File: src/rtl/cmp_seq_ctrl.sv
// Initiator-side sequencer for the ALU compare unit: issues one compare per request and
// returns a checked result over a valid/ready response, with timeout and error counting.
module cmp_seq_ctrl #(
    parameter int IN_DATA_WD = 16,
    parameter int OUT_WD     = IN_DATA_WD,
    parameter int TIMEOUT    = 4,
    parameter int ERR_CNT_WD = 8
) (
    input  logic                  clk_i,
    input  logic                  rst_i,
    input  logic                  req_valid_i,
    output logic                  req_ready_o,
    input  logic [IN_DATA_WD-1:0] req_a_i,
    input  logic [IN_DATA_WD-1:0] req_b_i,
    input  logic [1:0]            req_fun_i,
    output logic [IN_DATA_WD-1:0] cmp_a_o,
    output logic [IN_DATA_WD-1:0] cmp_b_o,
    output logic [1:0]            cmp_fun_o,
    output logic                  cmp_en_o,
    input  logic [OUT_WD-1:0]     cmp_out_i,
    input  logic                  cmp_flag_i,
    output logic                  rsp_valid_o,
    input  logic                  rsp_ready_i,
    output logic                  rsp_true_o,
    output logic [1:0]            rsp_code_o,
    output logic                  rsp_err_o,
    output logic [ERR_CNT_WD-1:0] err_cnt_o
);

    // state  | meaning
    // IDLE   | ready for a request, operands held from the last one
    // ISSUE  | compare enable high for exactly one cycle
    // WAIT   | watching for the unit flag while the timer counts down
    // RESP   | response presented until the consumer takes it
    typedef enum logic [1:0] {
        ST_IDLE,
        ST_ISSUE,
        ST_WAIT,
        ST_RESP
    } state_e;

    localparam int TMR_WD = $clog2(TIMEOUT + 1);
    localparam logic [TMR_WD-1:0] TMR_LOAD = TMR_WD'(TIMEOUT);
    localparam logic [TMR_WD-1:0] TMR_ONE  = TMR_WD'(1);

    state_e                  state_q, state_d;
    logic [TMR_WD-1:0]       timer_q, timer_d;
    logic [IN_DATA_WD-1:0]   cmp_a_q, cmp_a_d;
    logic [IN_DATA_WD-1:0]   cmp_b_q, cmp_b_d;
    logic [1:0]              cmp_fun_q, cmp_fun_d;
    logic                    cmp_en_q, cmp_en_d;
    logic                    rsp_valid_q, rsp_valid_d;
    logic                    rsp_true_q, rsp_true_d;
    logic [1:0]              rsp_code_q, rsp_code_d;
    logic                    rsp_err_q, rsp_err_d;
    logic [ERR_CNT_WD-1:0]   err_cnt_q, err_cnt_d;

    logic [OUT_WD-1:0]       fun_ext;
    logic                    code_match;
    logic                    code_ok;
    logic                    enter_resp;

    // A code is legal only if it is zero or exactly the issued function; the full-width
    // compare also rejects anything set above bit 1.
    assign fun_ext    = OUT_WD'(cmp_fun_q);
    assign code_match = (cmp_out_i == fun_ext);
    assign code_ok    = (cmp_out_i == '0) || code_match;

    assign req_ready_o = (state_q == ST_IDLE);

    always_comb begin
        state_d     = state_q;
        timer_d     = timer_q;
        cmp_a_d     = cmp_a_q;
        cmp_b_d     = cmp_b_q;
        cmp_fun_d   = cmp_fun_q;
        cmp_en_d    = cmp_en_q;
        rsp_valid_d = rsp_valid_q;
        rsp_true_d  = rsp_true_q;
        rsp_code_d  = rsp_code_q;
        rsp_err_d   = rsp_err_q;
        enter_resp  = 1'b0;

        case (state_q)
            ST_IDLE: begin
                if (req_valid_i && req_ready_o) begin
                    cmp_a_d   = req_a_i;
                    cmp_b_d   = req_b_i;
                    cmp_fun_d = req_fun_i;
                    cmp_en_d  = 1'b1;
                    state_d   = ST_ISSUE;
                end
            end
            ST_ISSUE: begin
                cmp_en_d = 1'b0;
                timer_d  = TMR_LOAD;
                state_d  = ST_WAIT;
            end
            ST_WAIT: begin
                // Flag is checked before expiry so a flag on the last timer cycle still wins.
                if (cmp_flag_i) begin
                    rsp_valid_d = 1'b1;
                    rsp_code_d  = cmp_out_i[1:0];
                    rsp_true_d  = code_match && (cmp_fun_q != 2'b00);
                    rsp_err_d   = !code_ok;
                    enter_resp  = 1'b1;
                    state_d     = ST_RESP;
                end else if (timer_q == TMR_ONE) begin
                    rsp_valid_d = 1'b1;
                    rsp_code_d  = 2'b00;
                    rsp_true_d  = 1'b0;
                    rsp_err_d   = 1'b1;
                    enter_resp  = 1'b1;
                    state_d     = ST_RESP;
                end else begin
                    timer_d = timer_q - TMR_ONE;
                end
            end
            ST_RESP: begin
                if (rsp_ready_i) begin
                    rsp_valid_d = 1'b0;
                    state_d     = ST_IDLE;
                end
            end
            default: begin
                state_d = ST_IDLE;
            end
        endcase
    end

    always_comb begin
        err_cnt_d = err_cnt_q;
        if (enter_resp && rsp_err_d && (err_cnt_q != '1)) begin
            err_cnt_d = err_cnt_q + ERR_CNT_WD'(1);
        end
    end

    always_ff @(posedge clk_i or posedge rst_i) begin
        if (rst_i) begin
            state_q     <= ST_IDLE;
            timer_q     <= '0;
            cmp_a_q     <= '0;
            cmp_b_q     <= '0;
            cmp_fun_q   <= 2'b00;
            cmp_en_q    <= 1'b0;
            rsp_valid_q <= 1'b0;
            rsp_true_q  <= 1'b0;
            rsp_code_q  <= 2'b00;
            rsp_err_q   <= 1'b0;
            err_cnt_q   <= '0;
        end else begin
            state_q     <= state_d;
            timer_q     <= timer_d;
            cmp_a_q     <= cmp_a_d;
            cmp_b_q     <= cmp_b_d;
            cmp_fun_q   <= cmp_fun_d;
            cmp_en_q    <= cmp_en_d;
            rsp_valid_q <= rsp_valid_d;
            rsp_true_q  <= rsp_true_d;
            rsp_code_q  <= rsp_code_d;
            rsp_err_q   <= rsp_err_d;
            err_cnt_q   <= err_cnt_d;
        end
    end

    assign cmp_a_o     = cmp_a_q;
    assign cmp_b_o     = cmp_b_q;
    assign cmp_fun_o   = cmp_fun_q;
    assign cmp_en_o    = cmp_en_q;
    assign rsp_valid_o = rsp_valid_q;
    assign rsp_true_o  = rsp_true_q;
    assign rsp_code_o  = rsp_code_q;
    assign rsp_err_o   = rsp_err_q;
    assign err_cnt_o   = err_cnt_q;

endmodule

File: config.mk
export PLATFORM = sky130hd
export DESIGN_NAME = cmp_seq_ctrl
export DESIGN_NICKNAME = d
export VERILOG_FILES = /design/src/rtl/cmp_seq_ctrl.sv
export SDC_FILE = /design/constraint.sdc
export NUM_CORES = 1
export LEC_CHECK = 0
export CAP_MARGIN = 30
export CORE_AREA = 5 5 94 96
export DETAILED_ROUTE_END_ITERATION = 10
export DIE_AREA = 0 0 99 101
export SLEW_MARGIN = 30
export SYNTH_ARGS = -nofsm -noshare
export SYNTH_HDL_FRONTEND = slang
export SYNTH_SLANG_ARGS = --single-unit
export TNS_END_PERCENT = 50
File: constraint.sdc
create_clock -name clk_i -period 2.35 [get_ports clk_i]
set_clock_uncertainty 0.15 [all_clocks]
set_input_delay 0.235 -clock clk_i [delete_from_list [all_inputs] [get_ports clk_i]]
set_output_delay 0.235 -clock clk_i [all_outputs]
set_load 0.05 [all_outputs]
### Yosys cells after proc, flatten, opt, wreduce, memory -nomap -nowiden

Index checks and enable logic that the tools add are counted.

| word-level totals | value |
|---|---|
| memory bits (writable) | 0 |
| register bits | 53 |
| output and inout port bits | 49 |
| word-level logic and storage cells | 67 |
| input bits | 55 |
| memories | 0 |
| bits in read-only memories | 0 |
| bits in latches | 0 |

| cells by class | value |
|---|---|
| add/subtract/negate cells | 2 |
| $lt $le $gt $ge | 0 |
| multiply operators | 0 |
| shift-type cells | 0 |
| multiplexer cells | 24 |
| eq/ne operators | 11 |
| divide/modulo/power cells | 0 |
| bitwise operators | 0 |
| reductions and logical operators | 19 |

Operator list:

| kind | count |
|---|---|
| 16-bit by 2-bit == test with 1-bit output | 1 |
| 16-bit zero test | 1 |
| 1-bit 2-to-1 mux | 12 |
| 2-bit 2-to-1 mux | 6 |
| 2-bit nonzero test | 5 |
| 3-bit AND reduction | 3 |
| 8-bit by 1-bit adder with 8-bit output (second input constant) | 1 |
| 8-bit != test (second input constant) | 1 |
| 2-bit case mux with 4 select lines | 1 |
| 3-bit 2-to-1 mux | 2 |
| 2-bit != test (second input constant) | 3 |
| 3-bit case mux with 2 select lines | 1 |
| 2-bit AND reduction | 3 |
| 2-bit == test (second input constant) | 2 |
| 1-bit logical AND | 4 |
| 1-bit case mux with 2 select lines | 2 |
| 3-bit by 1-bit == test with 1-bit output (second input constant) | 1 |
| 3-bit != test (second input constant) | 1 |
| 3-bit by 1-bit subtractor with 3-bit output (second input constant) | 1 |
| 2-bit by 1-bit == test with 1-bit output (second input constant) | 1 |
| 2-bit zero test | 1 |
| 2-bit by 1-bit != test with 1-bit output (second input constant) | 1 |
| 1-bit zero test | 1 |
| 1-bit logical OR | 1 |

### Longest topological paths before layout

Gate-level depths: netlist (run 1).

| depth | value |
|---|---|
| word-level depth | 7 |
| depth in mapped cells | 7 |
| gate-level depth less buffers | 7 |

### Least setup slack after synthesis (run 1)

Ideal clock, no wire load.

| timing path | value |
|---|---|
| path kind | register to register |
| start point | register state_q[0] |
| end point | register cmp_fun_q[1], in the netlist cmp_fun_o[1] |
| required time | 2.075 ns |
| stages on the path, launching flop included | 6 |
| setup time | 0.125 ns |
| buffers on the path | 1 |
| setup slack | 0.212 ns |
| data arrival time | 1.864 ns |
| clock period less this slack | 2.138 ns |
| cells stage by stage | dfrtp_1 -> inv_1 -> ha_1 -> nand2_1 -> clkbuf_1 -> mux2_2 |

| on the way | value |
|---|---|
| word-level cells in the longest chain between the ends | 3 |

RTL lines:

| what | RTL line | text |
|---|---|---|
| start, declared | 46 | `state_e state_q, state_d;` |
| start signal, assigned | 152 | `state_q <= state_d;` |
| 2-bit zero test * | 69 | `assign req_ready_o = (state_q == ST_IDLE);` |
| named net req_ready_o | 12 | `output logic req_ready_o,` |
| 1-bit logical AND | 86 | `if (req_valid_i && req_ready_o) begin` |
| 2-bit AND reduction (no line) * | -- |  |
| end signal, assigned | 156 | `cmp_fun_q <= cmp_fun_d;` |
| end, declared | 50 | `logic [1:0] cmp_fun_q, cmp_fun_d;` |

Mark *: on every way through the listed nets, which the timed path passes. The rest lies on a longest branch.
A chain may end at the register's enable or synchronous reset.

### Worst setup path after layout (run 1)

| timing path | value |
|---|---|
| start point | register state_q[0] |
| end point | register err_cnt_q[1], in the netlist err_cnt_o[1] |

| on the way | value |
|---|---|
| word-level cells in the longest chain between the ends | 4 |
| elaborated cells between the ends (all ways) | 5 |
| classes of those cells | 1 x eq/ne; 2 x mux; 2 x reduce/logical |

RTL lines:

| what | RTL line | text |
|---|---|---|
| 2-bit == test * | 84 | `case (state_q)` |
| 1-bit 2-to-1 mux | 84 |  |
| 1-bit logical AND * (2 in series) | 133 | `if (enter_resp && rsp_err_d && (err_cnt_q != '1)) begin` |
| end signal, assigned | 162 | `err_cnt_q <= err_cnt_d;` |
| end, declared | 56 | `logic [ERR_CNT_WD-1:0] err_cnt_q, err_cnt_d;` |

Mark *: on every way between the ends. The rest lies on a longest branch, timed or not.

==> flow_summary.toml, run 1 <==
[critical_path]
required_ns = 2.39
path_cells = "inv_1 -> ha_1 -> and4bb_1 -> nand4_1 -> a221o_2 -> and2_4 -> mux2_4"
slowest_stage = "dfrtp_1"
crit_type = "flop to flop"
r2r_cells = 7
cp.depth = 7
crit_path_end_kind = "flop"
crit_path_start_kind = "flop"
slowest_delay_ns = 0.43
crit_family = "simple AND/OR/NAND/NOR gates"
crit_fanout = 8
worstPathArrival_ns = 2.20
crit_buf_inv = 1

[logic_synthesis]
yosysWarnings = 0
yosysSeqAreaShare_pct = 57.5
ys.flop_type = "dfrtp_1"
synthDistinctLibCells = 33
syn_area_per_cell_um2 = 13.3
syn_inst = 174
syn_area_um2 = 2310
synth_edf_count = 0
synth-seq-cells = 53
synthArstFlopShare_pct = 100
syn_nets = 236

[detailed_routing]
routed_wl_um = 5550
drtIter0Drc = 22
vias = 1757
firstDrtPassIters = 6
wl_per_cell_um = 14.1
viasPerCell = 4.47
ant_nets = 0
drcViolationCount = 0

[sta]
fin_hold_ws_ns = 0.178
hold_viol = 0
period_needed_ns = 2.16
rsz0062_at_grt = "no"
worst_slew_pin_slew_ns = 0.611
setup_tns_ns = 0
fin_crit_sh_pct = 92.1
maxSlewViolCount = 0
max_slew_margin_pct = 59.2
setup_viol = 0
fin_ws_ns = 0.186
fmax_mhz = 462

[finish]
areaGrowthSynthToFinish_pct = 56.5
post_route_cells_drive_above_1_share_pct = 20.1
nets = 349
insertedDiodeCount = 0
final_cell_area_um2 = 3610
final_cell_mix = "102 x clkdlybuf4s50_1, 53 x dfrtp_1, 36 x mux2_2"
finish.utilization_pct = 45.3
final_common_cell = "clkdlybuf4s50_1"

[floorplanning]
num_rows = 33
io_pins = 104
die_w_um = 99
core_um2 = 7970
start_util_pct = 29.0
die_height_um = 101
dieArea_um2 = 10000

[placement]
gp_congestion = 0.760
dpl.hpwl_um = 4180
place_area_um2 = 3530
port_buffers = 103
dp_slack_ns = 0.104

[grt]
use_met2_pct = 18.8
gr-total-overflow = 0
grt_pass1_vias = 1986
gr-usage-met1_pct = 13.4
met3_usage_pct = 6.16
grt_pass1_wl_um = 9440
track_usage_pct = 11.6
top_usage_layer = "met2"
antenna_found_initial = 0
grt_max_degree = 33

[clock_tree]
cts_sinks = 53
cts_tree = "done"
ctsResizeCount = 0
clk_path_buf_depth = 2
clkSlewWorstSetupHoldPaths_ns = 0.10
htree_num_levels = 2
insertion_delay_ns = 0.30
cts_hold_repair.buffers = 0
clockRootBuffer = "clkbuf_8"
cts_buffers = 5
post_cts.repair.setup_buffers = 0

[power]
leakagePower_nw = 1.51
power_per_cell_area_nw_per_um2 = 1460
vdd_drop_max_mv = 0.783

[hold_path]
min_path_type = "input port to async pin"

[status]
status = "finished, final reports clean"

[run]
maxCapViolCount = 0
metal layers:
layer,routed length (um),vias to the layer above
li1,-,846
met1,2390,844
met2,2500,64
met3,634,3
met4,29,0
met5,0,-
where the power goes:
| part | switching, W | internal [W] | total (W) |
|---|---|---|---|
| registers | 0.000261 | 0.00132 | 0.00158 |
| clock network | 0.000297 | 0.000208 | 0.000505 |
| logic | 0.00196 | 0.00124 | 0.00320 |
Yosys cell counts, drive strengths merged (2+ instances only):
cell type | count | share of area, %
nand3 | 3 | 0.65
mux2 | 37 | 18
a31oi | 2 | 0.81
nor2 | 2 | 0.33
and2 | 3 | 0.92
o21ai | 10 | 2.2
clkbuf | 4 | 0.65
a22o | 2 | 0.76
ha | 7 | 3.8
nand2 | 10 | 1.6
nand4 | 4 | 1.1
a32o | 2 | 0.87
and3 | 3 | 0.81
inv | 9 | 1.5
nor4 | 3 | 1.4
dfrtp | 53 | 57
xnor2 | 5 | 1.9
nand2b | 2 | 0.54
nor2b | 3 | 0.81
worst reg2reg max path, stage by stage, from the launching register on:
cell and delay (ns):
dfrtp_1 0.43, inv_1 0.10, ha_1 0.16, and4bb_1 0.20, nand4_1 0.15, a221o_2 0.41
and2_4 0.17, mux2_4 0.28
logic make-up (layout without fill, tap and decap cells):
kind of cell | Yosys count | in the layout | synth area share [%]
xor gates and xnor gates | 6 | 6 | 2.28
AOI/OAI and AO/OA | 22 | 22 | 6.83
DFF | 53 | 53 | 57.5
buffers and inverters | 13 | 127 | 2.11
muxes | 38 | 38 | 18.6
and+or+nand+nor | 35 | 35 | 8.89
adders and majority gates | 7 | 7 | 3.79
path summary, 6_finish.rpt:
check	startpoint	end	slack (ns)
max in group asynchronous	rst_i	err_cnt_o[2]$_DFFE_PP0P_	1.31
setup / recovery	state_q[0]$_DFFE_PP0P_	err_cnt_o[1]$_DFFE_PP0P_	0.19
hold / removal	rst_i	cmp_a_o[15]$_DFFE_PP0P_	0.18
setup reg to reg	state_q[0]$_DFFE_PP0P_	err_cnt_o[1]$_DFFE_PP0P_	0.19
hold reg to reg	rsp_true_o$_DFFE_PP0P_	rsp_true_o$_DFFE_PP0P_	0.34
min in group clk_i	rsp_true_o$_DFFE_PP0P_	rsp_true_o$_DFFE_PP0P_	0.34
area by class of cell:
class | count | area (um2)
Clock buffer | 6 | 72.6
Clock inverter | 2 | 10.0
Fill cell | 754 | 4360
Inverter | 9 | 33.8
Multi-Input combinational cell | 108 | 933
Sequential cell | 53 | 1330
Tap cell | 105 | 131
Timing Repair Buffer | 110 | 1110
stage by stage:
| stage | power, W | cells |
|---|---|---|
| 2_1_floorplan | 0.00371 | 174 |
| 3_3_place_gp | 0.00481 | 385 |
| 3_5_place_dp | 0.00483 | 385 |
| 4_1_cts | 0.00537 | 393 |
| 5_1_grt | 0.00561 | 393 |
| 6_report | 0.00529 | 393 |
sequential cells by signal (all words and copies together) (netlist names):
register,flops
cmp_a_o,16
cmp_b_o,16
cmp_en_o,1
cmp_fun_o,2
err_cnt_o,8
rsp_code_o,2
rsp_err_o,1
rsp_true_o,1
rsp_valid_o,1
state_q,2
timer_q,3
Power figures use the tool's default switching activity.
==> run 2: changes to the inputs <==
--- a/config.mk
+++ b/config.mk
@@ -9,6 +9,7 @@
 export CORE_AREA = 5 5 94 96
 export DETAILED_ROUTE_END_ITERATION = 10
 export DIE_AREA = 0 0 99 101
+export GPL_ROUTABILITY_DRIVEN = 0
 export SLEW_MARGIN = 30
 export SYNTH_ARGS = -nofsm -noshare
 export SYNTH_HDL_FRONTEND = slang
==> results of run 2 <==
No change in the layout: final DEF, timing and power equal those of run 1.
==> run 3: changes to the inputs <==
--- a/config.mk
+++ b/config.mk
@@ -10,6 +10,7 @@
 export DETAILED_ROUTE_END_ITERATION = 10
 export DIE_AREA = 0 0 99 101
 export GPL_ROUTABILITY_DRIVEN = 0
+export GPL_TIMING_DRIVEN = 0
 export SLEW_MARGIN = 30
 export SYNTH_ARGS = -nofsm -noshare
 export SYNTH_HDL_FRONTEND = slang
==> run 3 against run 2 <==
Sequential power is essentially flat; global-route usage is 0.32 points lower; setup slack worse by 0.081 ns; register-to-register slack worse by 0.08 ns; sequential share of layout area is 0.18 points lower; highest routed layer unchanged; critical path depth did not move; flip-flop and latch count unchanged; largest cell class unchanged; cell count is 0.51% lower; die area stayed put; clock-buffer cell count fell by 1; first-iteration DRC count is 130% higher.
==> flow_summary.toml, run 3 (synthesis results as in run 1) <==
[status]
status = "finished, final reports clean"

[floorplanning]
die_height_um = 101
io_pins = 104
dieArea_um2 = 10000
die_w_um = 99
num_rows = 33
core_um2 = 7970
start_util_pct = 29.0

[sta]
setup_tns_ns = 0
maxSlewViolCount = 0
setup_viol = 0
worst_slew_pin_slew_ns = 0.595
fmax_mhz = 446
fin_crit_sh_pct = 95.5
max_slew_margin_pct = 59.9
rsz0062_at_grt = "no"
period_needed_ns = 2.24
hold_viol = 0

[grt]
grt_pass1_wl_um = 9100
grt_max_degree = 28
grt_pass1_vias = 1832
antenna_found_initial = 0
gr-total-overflow = 0
track_usage_pct = 11.2

[clock_tree]
clk_path_buf_depth = 2
cts_tree = "done"
cts_buffers = 5
clkSlewWorstSetupHoldPaths_ns = 0.10
clockRootBuffer = "clkbuf_8"
htree_num_levels = 2
cts_hold_repair.buffers = 0
cts_sinks = 53
insertion_delay_ns = 0.31

[finish]
fin_cells = 391
final_common_cell = "clkdlybuf4s50_1"
multiInputGateArea_um2 = 933
ff_latch_area_um2 = 1330
final_cell_mix = "102 x clkdlybuf4s50_1, 53 x dfrtp_1, 36 x mux2_2"
insertedDiodeCount = 0
finish.utilization_pct = 45.6
nets = 347
areaGrowthSynthToFinish_pct = 57.3
post_route_cells_drive_above_1_share_pct = 18.5
fillers = 752

[detailed_routing]
viasPerCell = 4.51
wl_per_cell_um = 14.1
ant_nets = 0
firstDrtPassIters = 4
routed_wl_um = 5530
drtIter0Drc = 51
drcViolationCount = 0
vias = 1764

[critical_path]
slowest_stage = "dfrtp_1"
crit_buf_inv = 1
cp.depth = 7
reg2reg_from = "state_q[0]$_DFFE_PP0P_"
crit_family = "simple AND/OR/NAND/NOR gates"
crit_fanout = 8
crit_path_start_kind = "flop"
crit_type = "flop to flop"
path_cells = "inv_1 -> ha_1 -> and4bb_1 -> nand4_1 -> a221o_2 -> and2_4 -> mux2_4"
worstPathArrival_ns = 2.29
regToRegSetupSlack_ns = 0.11
r2r_end = "err_cnt_o[1]$_DFFE_PP0P_"
crit_path_end_kind = "flop"
slowest_delay_ns = 0.43
r2r_cells = 7
required_ns = 2.39

[power]
intPower_w = 0.00296
power_frac_comb_pct = 57.7
power_frac_seq_pct = 28.8
p_sw_share_pct = 46.1
power_per_cell_area_nw_per_um2 = 1510
switchingPower_w = 0.00254
vdd_drop_max_mv = 0.674
leakagePower_nw = 1.51
pwr-share-clk_pct = 13.5
finalPower_w = 0.00550

[run]
maxCapViolCount = 0

[placement]
dpl.hpwl_um = 4200
port_buffers = 103
dp_cells = 383

[hold_path]
min_path_type = "input port to async pin"
-- run 3: cell count changes in the layout (fill, tap and decap cells not counted), sizes merged --
| cell | delta |
|---|---|
| buf | -7 |
| bufinv | +2 |
| clkbuf | +3 |
| clkinv | -2 |
| dlygate4sd2 | +1 |
| inv | +1 |
-- run 3: final cells by class --
type | instances | area share (%)
buffer | 4 | 0.448
clock buffer | 5 | 1.90
inverter | 9 | 0.999
multi-input combinational | 108 | 25.7
clock inverter | 3 | 1.90
tap | 105 | 3.62
timing repair buffer | 104 | 28.9
sequential | 53 | 36.5
-- run 3: worst reg2reg max path: stages, from the launching register on --
cell	delay (ns)
dfrtp_1	0.43
inv_1	0.11
ha_1	0.21
and4bb_1	0.21
nand4_1	0.14
a221o_2	0.41
and2_4	0.18
mux2_4	0.29
-- run 3: power by group through the flow --
stage / clock [W] / sequential (W) / combinational [W]
after floorplan: 0 / 0.00289 / 0.000824
after global placement: 0 / 0.00158 / 0.00319
after detailed placement: 0 / 0.00160 / 0.00321
after CTS: 0.000771 / 0.00159 / 0.00321
after global routing: 0.000810 / 0.00165 / 0.00335
final: 0.000744 / 0.00158 / 0.00317
-- run 3: metrics by stage --
step | area [um2] | worst slack [ns] | hold WS (ns)
5_1_grt | 3630 | 0.0118 | 0.127
4_1_cts | 3630 | 0.0811 | 0.106
3_5_place_dp | 3490 | 0.0569 | 0.325
3_3_place_gp | 3470 | -0.491 | 0.318
6_report | 3630 | 0.105 | 0.104
2_1_floorplan | 2310 | 0.212 | 0.236
-- run 3: worst max-delay path by stage --
| stage | start | slack, ns | endpoint |
|---|---|---|---|
| final | state_q[0]$_DFFE_PP0P_ | 0.11 | err_cnt_o[1]$_DFFE_PP0P_ |
| after global routing | state_q[0]$_DFFE_PP0P_ | 0.01 | err_cnt_o[1]$_DFFE_PP0P_ |
| after CTS | state_q[0]$_DFFE_PP0P_ | 0.08 | cmp_a_o[8]$_DFFE_PP0P_ |
| after detailed placement | cmp_flag_i | 0.06 | err_cnt_o[1]$_DFFE_PP0P_ |
| after global placement | rst_i | -0.49 | cmp_b_o[6]$_DFFE_PP0P_ |
| after floorplan | state_q[0]$_DFFE_PP0P_ | 0.21 | cmp_fun_o[1]$_DFFE_PP0P_ |
-- run 3: routing by layer --
layer | track usage [%] | up-vias | routed length (um)
met2 | 17.8 | 71 | 2610
met5 | 0 | - | 0
met3 | 5.54 | 4 | 660
li1 | - | 841 | -
met4 | 2.84 | 0 | 30
met1 | 13.8 | 848 | 2230
-- run 3: timing repair --
action | in CTS | in global routing
pin swaps | 0 | 0
setup endpoints to repair | 1 | 10
resized for setup | 1 | 2
setup buffers | 0 | 0
hold endpoints to repair | 0 | 0
